File: src/rtl/carry_chain_pipe.sv
// Pipelined P/G ripple carry chain: WIDTH bits resolved SEG bits per stage,
// valid/ready at both ends, with optional carry chaining between beats.
module carry_chain_pipe #(
    parameter int unsigned WIDTH = 32,
    parameter int unsigned SEG   = 8
) (
    input  logic             clk,
    input  logic             rst_n,
    input  logic             in_valid,
    output logic             in_ready,
    input  logic [WIDTH-1:0] P,
    input  logic [WIDTH-1:0] G,
    input  logic             CIN,
    input  logic             cin_sel,
    output logic             out_valid,
    input  logic             out_ready,
    output logic [WIDTH-1:0] S,
    output logic             COUT
);

    localparam int unsigned STAGES = WIDTH / SEG;
    // Every stage except the last blocks a chained beat until its predecessor lands.
    localparam logic [STAGES-1:0] UPMASK = {STAGES{1'b1}} >> 1;

    logic              advance;
    logic              chain_block;
    logic              accept;
    logic              cin0;
    logic              carry_q;
    logic [STAGES-1:0] vbits;

    assign advance     = !out_valid | out_ready;
    assign chain_block = cin_sel & (|(vbits & UPMASK));
    assign in_ready    = advance & !chain_block;
    assign accept      = in_valid & in_ready;
    assign cin0        = cin_sel ? carry_q : CIN;

    for (genvar k = 0; k < STAGES; k++) begin : stg
        // Stage k holds resolved sum bits [SW-1:0] and raw P/G still to be resolved.
        localparam int unsigned RW = WIDTH - k * SEG;
        localparam int unsigned SW = (k + 1) * SEG;

        logic          v_q;
        logic          v_n;
        logic          c_q;
        logic          c_src;
        logic          seg_c;
        logic [RW-1:0] p_src;
        logic [RW-1:0] g_src;
        logic [SEG-1:0] seg_s;
        logic [SW-1:0] s_q;
        logic [SW-1:0] s_n;

        if (k == 0) begin : g_in
            assign v_n   = accept;
            assign p_src = P;
            assign g_src = G;
            assign c_src = cin0;
            assign s_n   = seg_s;
        end else begin : g_in
            assign v_n   = stg[k-1].v_q;
            assign p_src = stg[k-1].g_pg.p_q;
            assign g_src = stg[k-1].g_pg.g_q;
            assign c_src = stg[k-1].c_q;
            assign s_n   = {seg_s, stg[k-1].s_q};
        end

        // Ripple the lowest unresolved segment.
        always_comb begin : ripple
            seg_c = c_src;
            seg_s = '0;
            for (int b = 0; b < int'(SEG); b++) begin
                seg_s[b] = p_src[b] ^ seg_c;
                seg_c    = p_src[b] ? seg_c : g_src[b];
            end
        end

        always_ff @(posedge clk or negedge rst_n) begin
            if (!rst_n) begin
                v_q <= 1'b0;
                c_q <= 1'b0;
                s_q <= '0;
            end else if (advance) begin
                v_q <= v_n;
                c_q <= seg_c;
                s_q <= s_n;
            end
        end

        if (k < STAGES - 1) begin : g_pg
            logic [RW-SEG-1:0] p_q;
            logic [RW-SEG-1:0] g_q;

            always_ff @(posedge clk or negedge rst_n) begin
                if (!rst_n) begin
                    p_q <= '0;
                    g_q <= '0;
                end else if (advance) begin
                    p_q <= p_src[RW-1:SEG];
                    g_q <= g_src[RW-1:SEG];
                end
            end
        end

        assign vbits[k] = v_q;
    end

    // Carry of the most recent beat to reach the last stage, for chained adds.
    always_ff @(posedge clk or negedge rst_n) begin
        if (!rst_n) begin
            carry_q <= 1'b0;
        end else if (advance && stg[STAGES-1].v_n) begin
            carry_q <= stg[STAGES-1].seg_c;
        end
    end

    assign out_valid = stg[STAGES-1].v_q;
    assign S         = stg[STAGES-1].s_q;
    assign COUT      = stg[STAGES-1].c_q;

endmodule

File: config.mk
export PLATFORM = sky130hd
export DESIGN_NAME = carry_chain_pipe
export DESIGN_NICKNAME = d
export VERILOG_FILES = /design/src/rtl/carry_chain_pipe.sv
export SDC_FILE = /design/constraint.sdc
export NUM_CORES = 1
export LEC_CHECK = 0
export BUFFER_PORTS_ARGS = -buffer_cell sky130_fd_sc_hd__clkbuf_2
export CORE_MARGIN = 3
export CORE_UTILIZATION = 50
export CTS_CLUSTER_DIAMETER = 80
export CTS_CLUSTER_SIZE = 25
export DETAILED_ROUTE_END_ITERATION = 6
export HOLD_SLACK_MARGIN = 0.15
export PLACE_DENSITY = 0.71
export SETUP_SLACK_MARGIN = 0.3
export SYNTH_ARGS = -nofsm -noshare
export SYNTH_HDL_FRONTEND = slang
export SYNTH_SLANG_ARGS = --single-unit
File: constraint.sdc
create_clock -name clk -period 2 [get_ports clk]
set_input_delay 0.6 -clock clk [delete_from_list [all_inputs] [get_ports clk]]
set_output_delay 0.6 -clock clk [all_outputs]
set_load 0.01 [all_outputs]
==> results of run 1 <==
Yosys cell counts (all sizes together):
cell type and n:
and3 3, a21boi 2, xor2 13, buf 18
o22ai 3, o22a 2, nand3b 1, nor3 7
a2bb2oi 1, a221oi 2, nand2b 5, inv 13
o21ai 37, mux2 1, a21o 2, clkbuf 28
nor2b 3, o211ai 5, o311ai 2, a22o 1
o31ai 2, or4 1, mux2i 6, o21a 4
nand2 445, nor3b 3, a31oi 7, nor2 26
a21oi 29, nand4 3, a211oi 4, nand3 6
a41oi 3, xnor2 8, or3 5, dfrtp 185
o21bai 1
cell families after synthesis:
| logic type | Yosys count | share of synthesized area [%] |
|---|---|---|
| AOI/OAI and AO/OA | 107 | 8.55 |
| xor gates and xnor gates | 21 | 2.37 |
| buffers and inverters | 59 | 2.95 |
| DFF | 185 | 59.6 |
| muxes | 7 | 0.918 |
| and+or+nand+nor | 508 | 25.6 |
worst max-delay path, delay by kind of cell (launching register included):
kind / cells / cell delay [ns]
compound gates: 1 / 0.17
buf+inv: 1 / 0.12
flops: 1 / 0.38
simple gates: 1 / 0.40
area by class of cell:
class                           instances  area share (%)
Inverter                               13           0.515
Tap cell                              184            2.43
Timing Repair Buffer                  131            9.00
Clock buffer                           17            4.49
Multi-Input combinational cell        643            31.8
Sequential cell                       185            48.9
Clock inverter                         14            2.83
layer usage:
| metal | wire length [um] | share of wire (%) | vias to the layer above |
|---|---|---|---|
| li1 | - | - | 3037 |
| met1 | 7330 | 47 | 2800 |
| met2 | 7550 | 48 | 94 |
| met3 | 565 | 3.6 | 15 |
| met4 | 223 | 1.4 | 0 |
| met5 | 0 | 0 | - |
worst max-delay path by stage:
stage | depth (start not counted) | startpoint | to | slack, ns
final | 3 | stg[2].v_q | in_ready | -0.09
after global routing | 3 | stg[2].v_q | in_ready | -0.15
after CTS | 3 | stg[2].v_q | in_ready | -0.12
after detailed placement | 6 | cin_sel | stg[0].c_q | 0.10
after global placement | 4 | out_ready | in_ready | 0.15
after floorplan | 6 | out_ready | stg[1].g_pg.g_q[0] | 0.32
stage by stage:
step	instance area, um2	instances	hold slack, ns	setup WS [ns]
4_1_cts	9400	1186	0.350	-0.121
5_1_grt	9480	1187	0.345	-0.153
3_5_place_dp	8650	1152	0.451	0.102
3_3_place_gp	8650	1152	0.446	0.152
2_1_floorplan	7770	887	0.304	0.322
6_report	9480	1187	0.366	-0.0887
sequential cells by signal, summed over array words and instances, names as in the netlist:
signal	flops
stg.g_pg.g_q	48
carry_q	1
S	32
stg.c_q	3
out_valid	1
COUT	1
stg.s_q	48
stg.g_pg.p_q	48
stg.v_q	3
report_power, final:
part	leakage (uW)	internal, uW	total, uW	switching, uW
clock network	0.000326	2470	3890	1420
logic	0.00233	2000	4680	2680
registers	0.00222	5360	6480	1120
timing repair:
action,CTS,global route
hold buffers,1,0
setup endpoints to repair,6,13
endpoints found under the hold margin,34,0
buffers inserted,2,1
pin swaps,2,5
resized for setup,6,18
==> flow_results.xml, run 1 <==
<?xml version="1.0" encoding="UTF-8"?>
<metrics>
  <group name="outcome">
    <metric name="status" unit="">finished with violations</metric>
    <metric name="violated_checks" unit="">negative setup slack</metric>
  </group>
  <group name="power">
    <metric name="irDropWorstVdd" unit="uV">911</metric>
    <metric name="power_per_cell_area" unit="nW/um2">1590</metric>
    <metric name="leakage" unit="uW">0.00488</metric>
    <metric name="post-layout-total-power" unit="uW">15100</metric>
  </group>
  <group name="timing">
    <metric name="clock_skews" unit="ns">0.0104</metric>
    <metric name="rsz0062_at_grt" unit="">yes</metric>
    <metric name="fin_ws" unit="ns">-0.0887</metric>
    <metric name="setup_tns" unit="ns">-0.0887</metric>
    <metric name="finalHoldViolations" unit="">0</metric>
    <metric name="worst_slew_margin_rel" unit="%">71.1</metric>
    <metric name="setup_violations" unit="">1</metric>
    <metric name="period_needed" unit="ns">2.09</metric>
    <metric name="slew_viol_final" unit="">0</metric>
    <metric name="timing.fmax" unit="MHz">479</metric>
    <metric name="worstMarginPinSlew" unit="ns">0.428</metric>
    <metric name="timing.final.crit_share" unit="%">104</metric>
  </group>
  <group name="cells_and_area">
    <metric name="layout.cells.most_common" unit="">nand2_1</metric>
    <metric name="layout.filler_cells" unit="">1299</metric>
    <metric name="final_layout_size_suffix_gt1_share" unit="%">18.3</metric>
    <metric name="nets" unit="">1061</metric>
    <metric name="post-route-util" unit="%">63.8</metric>
    <metric name="area.growth.synth_to_final" unit="%">22.0</metric>
    <metric name="antenna-diode-count" unit="">0</metric>
    <metric name="layout_common_cells" unit="">nand2_1, dfrtp_1, clkbuf_2, o21ai_0</metric>
    <metric name="area_of_the_multi_input_gates" unit="um2">3020</metric>
    <metric name="register_area" unit="um2">4640</metric>
  </group>
  <group name="global_routing">
    <metric name="global_route.usage.met3" unit="%">4.96</metric>
    <metric name="groute.usage.overall" unit="%">19.3</metric>
    <metric name="antenna_found_initial" unit="">0</metric>
    <metric name="global_route_wire_length_before_repair" unit="mm">26.1</metric>
    <metric name="number_of_global_route_vias_before_repair" unit="">5590</metric>
    <metric name="grt_use_met2" unit="%">30.6</metric>
    <metric name="grt_max_degree" unit="">80</metric>
    <metric name="globalRoute.busiestLayer" unit="">met2</metric>
    <metric name="grt.met1_usage" unit="%">26.2</metric>
    <metric name="globalRouteOverflowTotal" unit="">0</metric>
  </group>
  <group name="clock_network">
    <metric name="path_clk_slew" unit="ns">0.07</metric>
    <metric name="clock_latency" unit="ns">0.42</metric>
    <metric name="tritoncts" unit="">yes</metric>
    <metric name="cts_buffers" unit="">17</metric>
    <metric name="root_buffer" unit="">clkbuf_16</metric>
    <metric name="cts_sinks" unit="">185</metric>
    <metric name="max-clock-path-buffers" unit="">2</metric>
    <metric name="htreeDepth" unit="">4</metric>
  </group>
  <group name="synth">
    <metric name="synthDominantAreaCellType" unit="">dfrtp_1</metric>
    <metric name="sequential_share_of_the_synthesized_area" unit="%">59.6</metric>
    <metric name="synth.top_cell.area_share" unit="%">59.6</metric>
    <metric name="syn-cell-area" unit="um2">7770</metric>
    <metric name="synth.distinct_cells" unit="">42</metric>
    <metric name="synth.ff_latch_count" unit="">185</metric>
    <metric name="yosysWarnings" unit="">0</metric>
    <metric name="post_synth_main_area_contributors" unit="">dfrtp_1, nand2_1, o21ai_0</metric>
    <metric name="synthCells" unit="">887</metric>
    <metric name="syn_nets" unit="">957</metric>
    <metric name="synthesis.area_per_instance" unit="um2">8.76</metric>
  </group>
  <group name="route">
    <metric name="vias" unit="">5946</metric>
    <metric name="drt_wl_total" unit="mm">15.7</metric>
    <metric name="route.detailed.wl_per_inst" unit="um">13.2</metric>
    <metric name="antenna_violating_nets_post_route" unit="">0</metric>
    <metric name="drt_iter0_drc" unit="">331</metric>
    <metric name="route.detailed.vias_per_inst" unit="">5.01</metric>
    <metric name="drtPass1Iterations" unit="">4</metric>
    <metric name="drc_errors" unit="">0</metric>
  </group>
  <group name="floorplan">
    <metric name="core" unit="um2">14900</metric>
    <metric name="placement_rows" unit="">44</metric>
    <metric name="initial_core_util" unit="%">52.3</metric>
    <metric name="die_width" unit="um">131</metric>
    <metric name="fp.dieH" unit="um">131</metric>
    <metric name="dieArea" unit="um2">17100</metric>
    <metric name="top_level_ports" unit="">105</metric>
  </group>
  <group name="setup_path">
    <metric name="timing.critical_path.slowest_cell_delay" unit="ns">0.40</metric>
    <metric name="crit_type" unit="">flop to output port</metric>
    <metric name="crit_required" unit="ns">1.40</metric>
    <metric name="cells_on_worst_reg2reg_path" unit="">5</metric>
    <metric name="rr_startpoint" unit="">stg[2].g_pg.p_q[3]</metric>
    <metric name="critPathLaunchType" unit="">flop</metric>
    <metric name="worstPathArrival" unit="ns">1.49</metric>
    <metric name="critPathMaxFanout" unit="">2</metric>
    <metric name="crit_path_cell_trace" unit="">or3_4, a21oi_4, buf_6</metric>
    <metric name="regToRegEndpoint" unit="">S[31]</metric>
    <metric name="cp-end-kind" unit="">output port</metric>
    <metric name="critical-path-slowest-cell" unit="">or3_4</metric>
    <metric name="r2r_setup_slack" unit="ns">0.35</metric>
  </group>
  <group name="placed_design">
    <metric name="buffer_ports.inserted" unit="">104</metric>
    <metric name="detailedPlacementHpwl" unit="mm">10.4</metric>
    <metric name="finalWeightedCongestion" unit="">0.826</metric>
  </group>
  <group name="run">
    <metric name="drv_cap" unit="">0</metric>
  </group>
  <group name="hold_path">
    <metric name="hold-path-cell-count" unit="">3</metric>
    <metric name="worst_hold_startpoint" unit="">P[11]</metric>
    <metric name="hold_removal_path_class" unit="">primary input to flop</metric>
    <metric name="worstHoldEndpoint" unit="">stg[0].g_pg.p_q[3]</metric>
  </group>
</metrics>
Power figures use the tool's default switching activity.
==> run 2, diff against run 1 <==
--- a/config.mk
+++ b/config.mk
@@ -14,6 +14,7 @@
 export HOLD_SLACK_MARGIN = 0.15
 export PLACE_DENSITY = 0.71
 export SETUP_SLACK_MARGIN = 0.3
+export SKIP_CTS_REPAIR_TIMING = 1
 export SYNTH_ARGS = -nofsm -noshare
 export SYNTH_HDL_FRONTEND = slang
 export SYNTH_SLANG_ARGS = --single-unit
==> run 2 against run 1 <==
  * The flow still finishes with violations (negative setup slack)
  * Sequential cell count stayed put
  * Largest power group unchanged
  * Total power is 0.53% higher
  * Fmax is 0.75% higher
  * Final cell count is 0.42% higher
  * Non-clock buffer count is 5 higher
  * Global-route usage is 0.21 points lower
  * Utilization is 0.19 points higher
  * Sequential share of layout area is 0.14 points lower
  * Routed wire length hardly changed
  * Critical path depth stayed put
  * Clock-buffer cell count stayed put
==> flow_results.xml, run 2 (synthesized netlist as in run 1, its figures left out) <==
<?xml version="1.0" encoding="UTF-8"?>
<metrics>
  <group name="outcome">
    <metric name="status" unit="">finished with violations</metric>
    <metric name="violated_checks" unit="">negative setup slack</metric>
  </group>
  <group name="run">
    <metric name="drv_cap" unit="">0</metric>
  </group>
  <group name="setup_path">
    <metric name="crit_type" unit="">flop to output port</metric>
    <metric name="critPathLaunchType" unit="">flop</metric>
    <metric name="worstPathArrival" unit="ns">1.47</metric>
    <metric name="r2r_setup_slack" unit="ns">0.37</metric>
    <metric name="critPathMaxFanout" unit="">2</metric>
    <metric name="crit_required" unit="ns">1.40</metric>
    <metric name="cp-end-kind" unit="">output port</metric>
    <metric name="crit_path_cell_trace" unit="">or3_4, a21oi_4, buf_6</metric>
    <metric name="critical-path-slowest-cell" unit="">or3_4</metric>
    <metric name="timing.critical_path.slowest_cell_delay" unit="ns">0.40</metric>
  </group>
  <group name="timing">
    <metric name="clock_skews" unit="ns">0.0100</metric>
    <metric name="slew_viol_final" unit="">0</metric>
    <metric name="rsz0062_at_grt" unit="">yes</metric>
    <metric name="holdWs" unit="ns">0.367</metric>
    <metric name="timing.final.crit_share" unit="%">104</metric>
    <metric name="worstMarginPinSlew" unit="ns">0.426</metric>
    <metric name="worst_slew_margin_rel" unit="%">71.3</metric>
    <metric name="setup_tns" unit="ns">-0.0732</metric>
    <metric name="setup_violations" unit="">1</metric>
    <metric name="finalHoldViolations" unit="">0</metric>
    <metric name="fin_ws" unit="ns">-0.0732</metric>
    <metric name="period_needed" unit="ns">2.07</metric>
    <metric name="timing.fmax" unit="MHz">482</metric>
  </group>
  <group name="floorplan">
    <metric name="die_width" unit="um">131</metric>
    <metric name="fp.dieH" unit="um">131</metric>
    <metric name="dieArea" unit="um2">17100</metric>
    <metric name="initial_core_util" unit="%">52.3</metric>
    <metric name="placement_rows" unit="">44</metric>
    <metric name="top_level_ports" unit="">105</metric>
    <metric name="core" unit="um2">14900</metric>
  </group>
  <group name="cells_and_area">
    <metric name="stdcell_area" unit="um2">9510</metric>
    <metric name="final_layout_size_suffix_gt1_share" unit="%">18.8</metric>
    <metric name="area.growth.synth_to_final" unit="%">22.4</metric>
    <metric name="largestRegisters" unit="">stg.g_pg.g_q: 48 flops, stg.g_pg.p_q: 48 flops, stg.s_q: 48 flops</metric>
    <metric name="nets" unit="">1066</metric>
    <metric name="register_area" unit="um2">4640</metric>
    <metric name="final_cell_count_no_fill" unit="">1192</metric>
    <metric name="area_of_the_multi_input_gates" unit="um2">3010</metric>
    <metric name="layout.filler_cells" unit="">1291</metric>
    <metric name="antenna-diode-count" unit="">0</metric>
    <metric name="layout.cells.most_common" unit="">nand2_1</metric>
    <metric name="layout_common_cells" unit="">nand2_1, dfrtp_1, clkbuf_2, o21ai_0, nor2_1</metric>
  </group>
  <group name="clock_network">
    <metric name="root_buffer" unit="">clkbuf_16</metric>
    <metric name="path_clk_slew" unit="ns">0.07</metric>
    <metric name="htreeDepth" unit="">4</metric>
    <metric name="clock_latency" unit="ns">0.42</metric>
    <metric name="cts_sinks" unit="">185</metric>
    <metric name="max-clock-path-buffers" unit="">2</metric>
    <metric name="tritoncts" unit="">yes</metric>
    <metric name="cts_buffers" unit="">17</metric>
  </group>
  <group name="route">
    <metric name="drt_wl_total" unit="mm">15.7</metric>
    <metric name="drt_iter0_drc" unit="">288</metric>
    <metric name="antenna_violating_nets_post_route" unit="">0</metric>
    <metric name="drc_errors" unit="">0</metric>
    <metric name="route.detailed.vias_per_inst" unit="">5.02</metric>
    <metric name="vias" unit="">5983</metric>
    <metric name="route.detailed.wl_per_inst" unit="um">13.1</metric>
    <metric name="drtPass1Iterations" unit="">4</metric>
  </group>
  <group name="placed_design">
    <metric name="buffer_ports.inserted" unit="">104</metric>
    <metric name="post-place-cells" unit="">1152</metric>
    <metric name="detailedPlacementHpwl" unit="mm">10.4</metric>
    <metric name="placed_cell_area" unit="um2">8650</metric>
    <metric name="finalWeightedCongestion" unit="">0.826</metric>
  </group>
  <group name="power">
    <metric name="leakage" unit="uW">0.00490</metric>
    <metric name="irDropWorstVdd" unit="uV">912</metric>
    <metric name="power_per_cell_area" unit="nW/um2">1590</metric>
  </group>
  <group name="global_routing">
    <metric name="global_route_wire_length_before_repair" unit="mm">25.8</metric>
    <metric name="grt_max_degree" unit="">80</metric>
    <metric name="groute.usage.overall" unit="%">19.0</metric>
    <metric name="antenna_found_initial" unit="">0</metric>
    <metric name="number_of_global_route_vias_before_repair" unit="">5539</metric>
    <metric name="globalRouteOverflowTotal" unit="">0</metric>
  </group>
  <group name="hold_path">
    <metric name="hold_removal_path_class" unit="">primary input to flop</metric>
  </group>
</metrics>
[run 2: changes by cell type in the layout (fill, tap and decap cells not counted)]
cell	delta
a21oi_1	-1
a21oi_2	+1
a31oi_4	-1
nor3b_2	-1
nor3b_1	+1
buf_4	+5
a31oi_2	+1
[run 2: worst max-delay path, delay by kind of cell, from the launching register on]
kind                   cells  cell delay, ns
flip-flops                 1            0.39
AO/OA/AOI/OAI              1            0.15
buffers and inverters      1            0.12
AND/OR/NAND/NOR            1            0.40
[run 2: stage by stage]
step	utilization, %	setup WS, ns	total power (uW)
3_5_place_dp	58.2	0.102	11000
6_report	63.9	-0.0732	15100
5_1_grt	63.9	-0.138	16200
2_1_floorplan	-	0.322	9360
4_1_cts	62.8	-0.237	15000
3_3_place_gp	58.2	0.152	10800
[run 2: final timing paths]
check	startpoint	end	depth (start not counted)
max	stg[1].v_q	in_ready	3
min	P[11]	stg[0].g_pg.p_q[3]	3
max reg2reg	stg[2].g_pg.p_q[0]	S[31]	6
min reg2reg	stg[2].g_pg.g_q[4]	stg[2].g_pg.g_q[4]	2
max in group asynchronous	rst_n	stg[0].g_pg.p_q[0]	3
min in group asynchronous	rst_n	S[6]	2
[run 2: routing by layer]
layer	global-route usage [%]	wire length, um	share of wire (%)
met5	0	0	0
met4	6.29	247	1.6
met3	4.96	559	3.6
met1	26.0	7350	47
met2	30.1	7510	48
[run 2: layout make-up]
type	count	share of cell area, %
Clock buffer	17	4.48
Clock inverter	14	2.82
Inverter	13	0.513
Multi-Input combinational cell	643	31.6
Sequential cell	185	48.8
Tap cell	184	2.42
Timing Repair Buffer	136	9.37
[run 2: report_power, final]
group / internal [uW] / switching, uW / leakage (uW)
sequential: 5360 / 1110 / 0.00222
combinational: 2060 / 2700 / 0.00236
clock: 2480 / 1430 / 0.000326
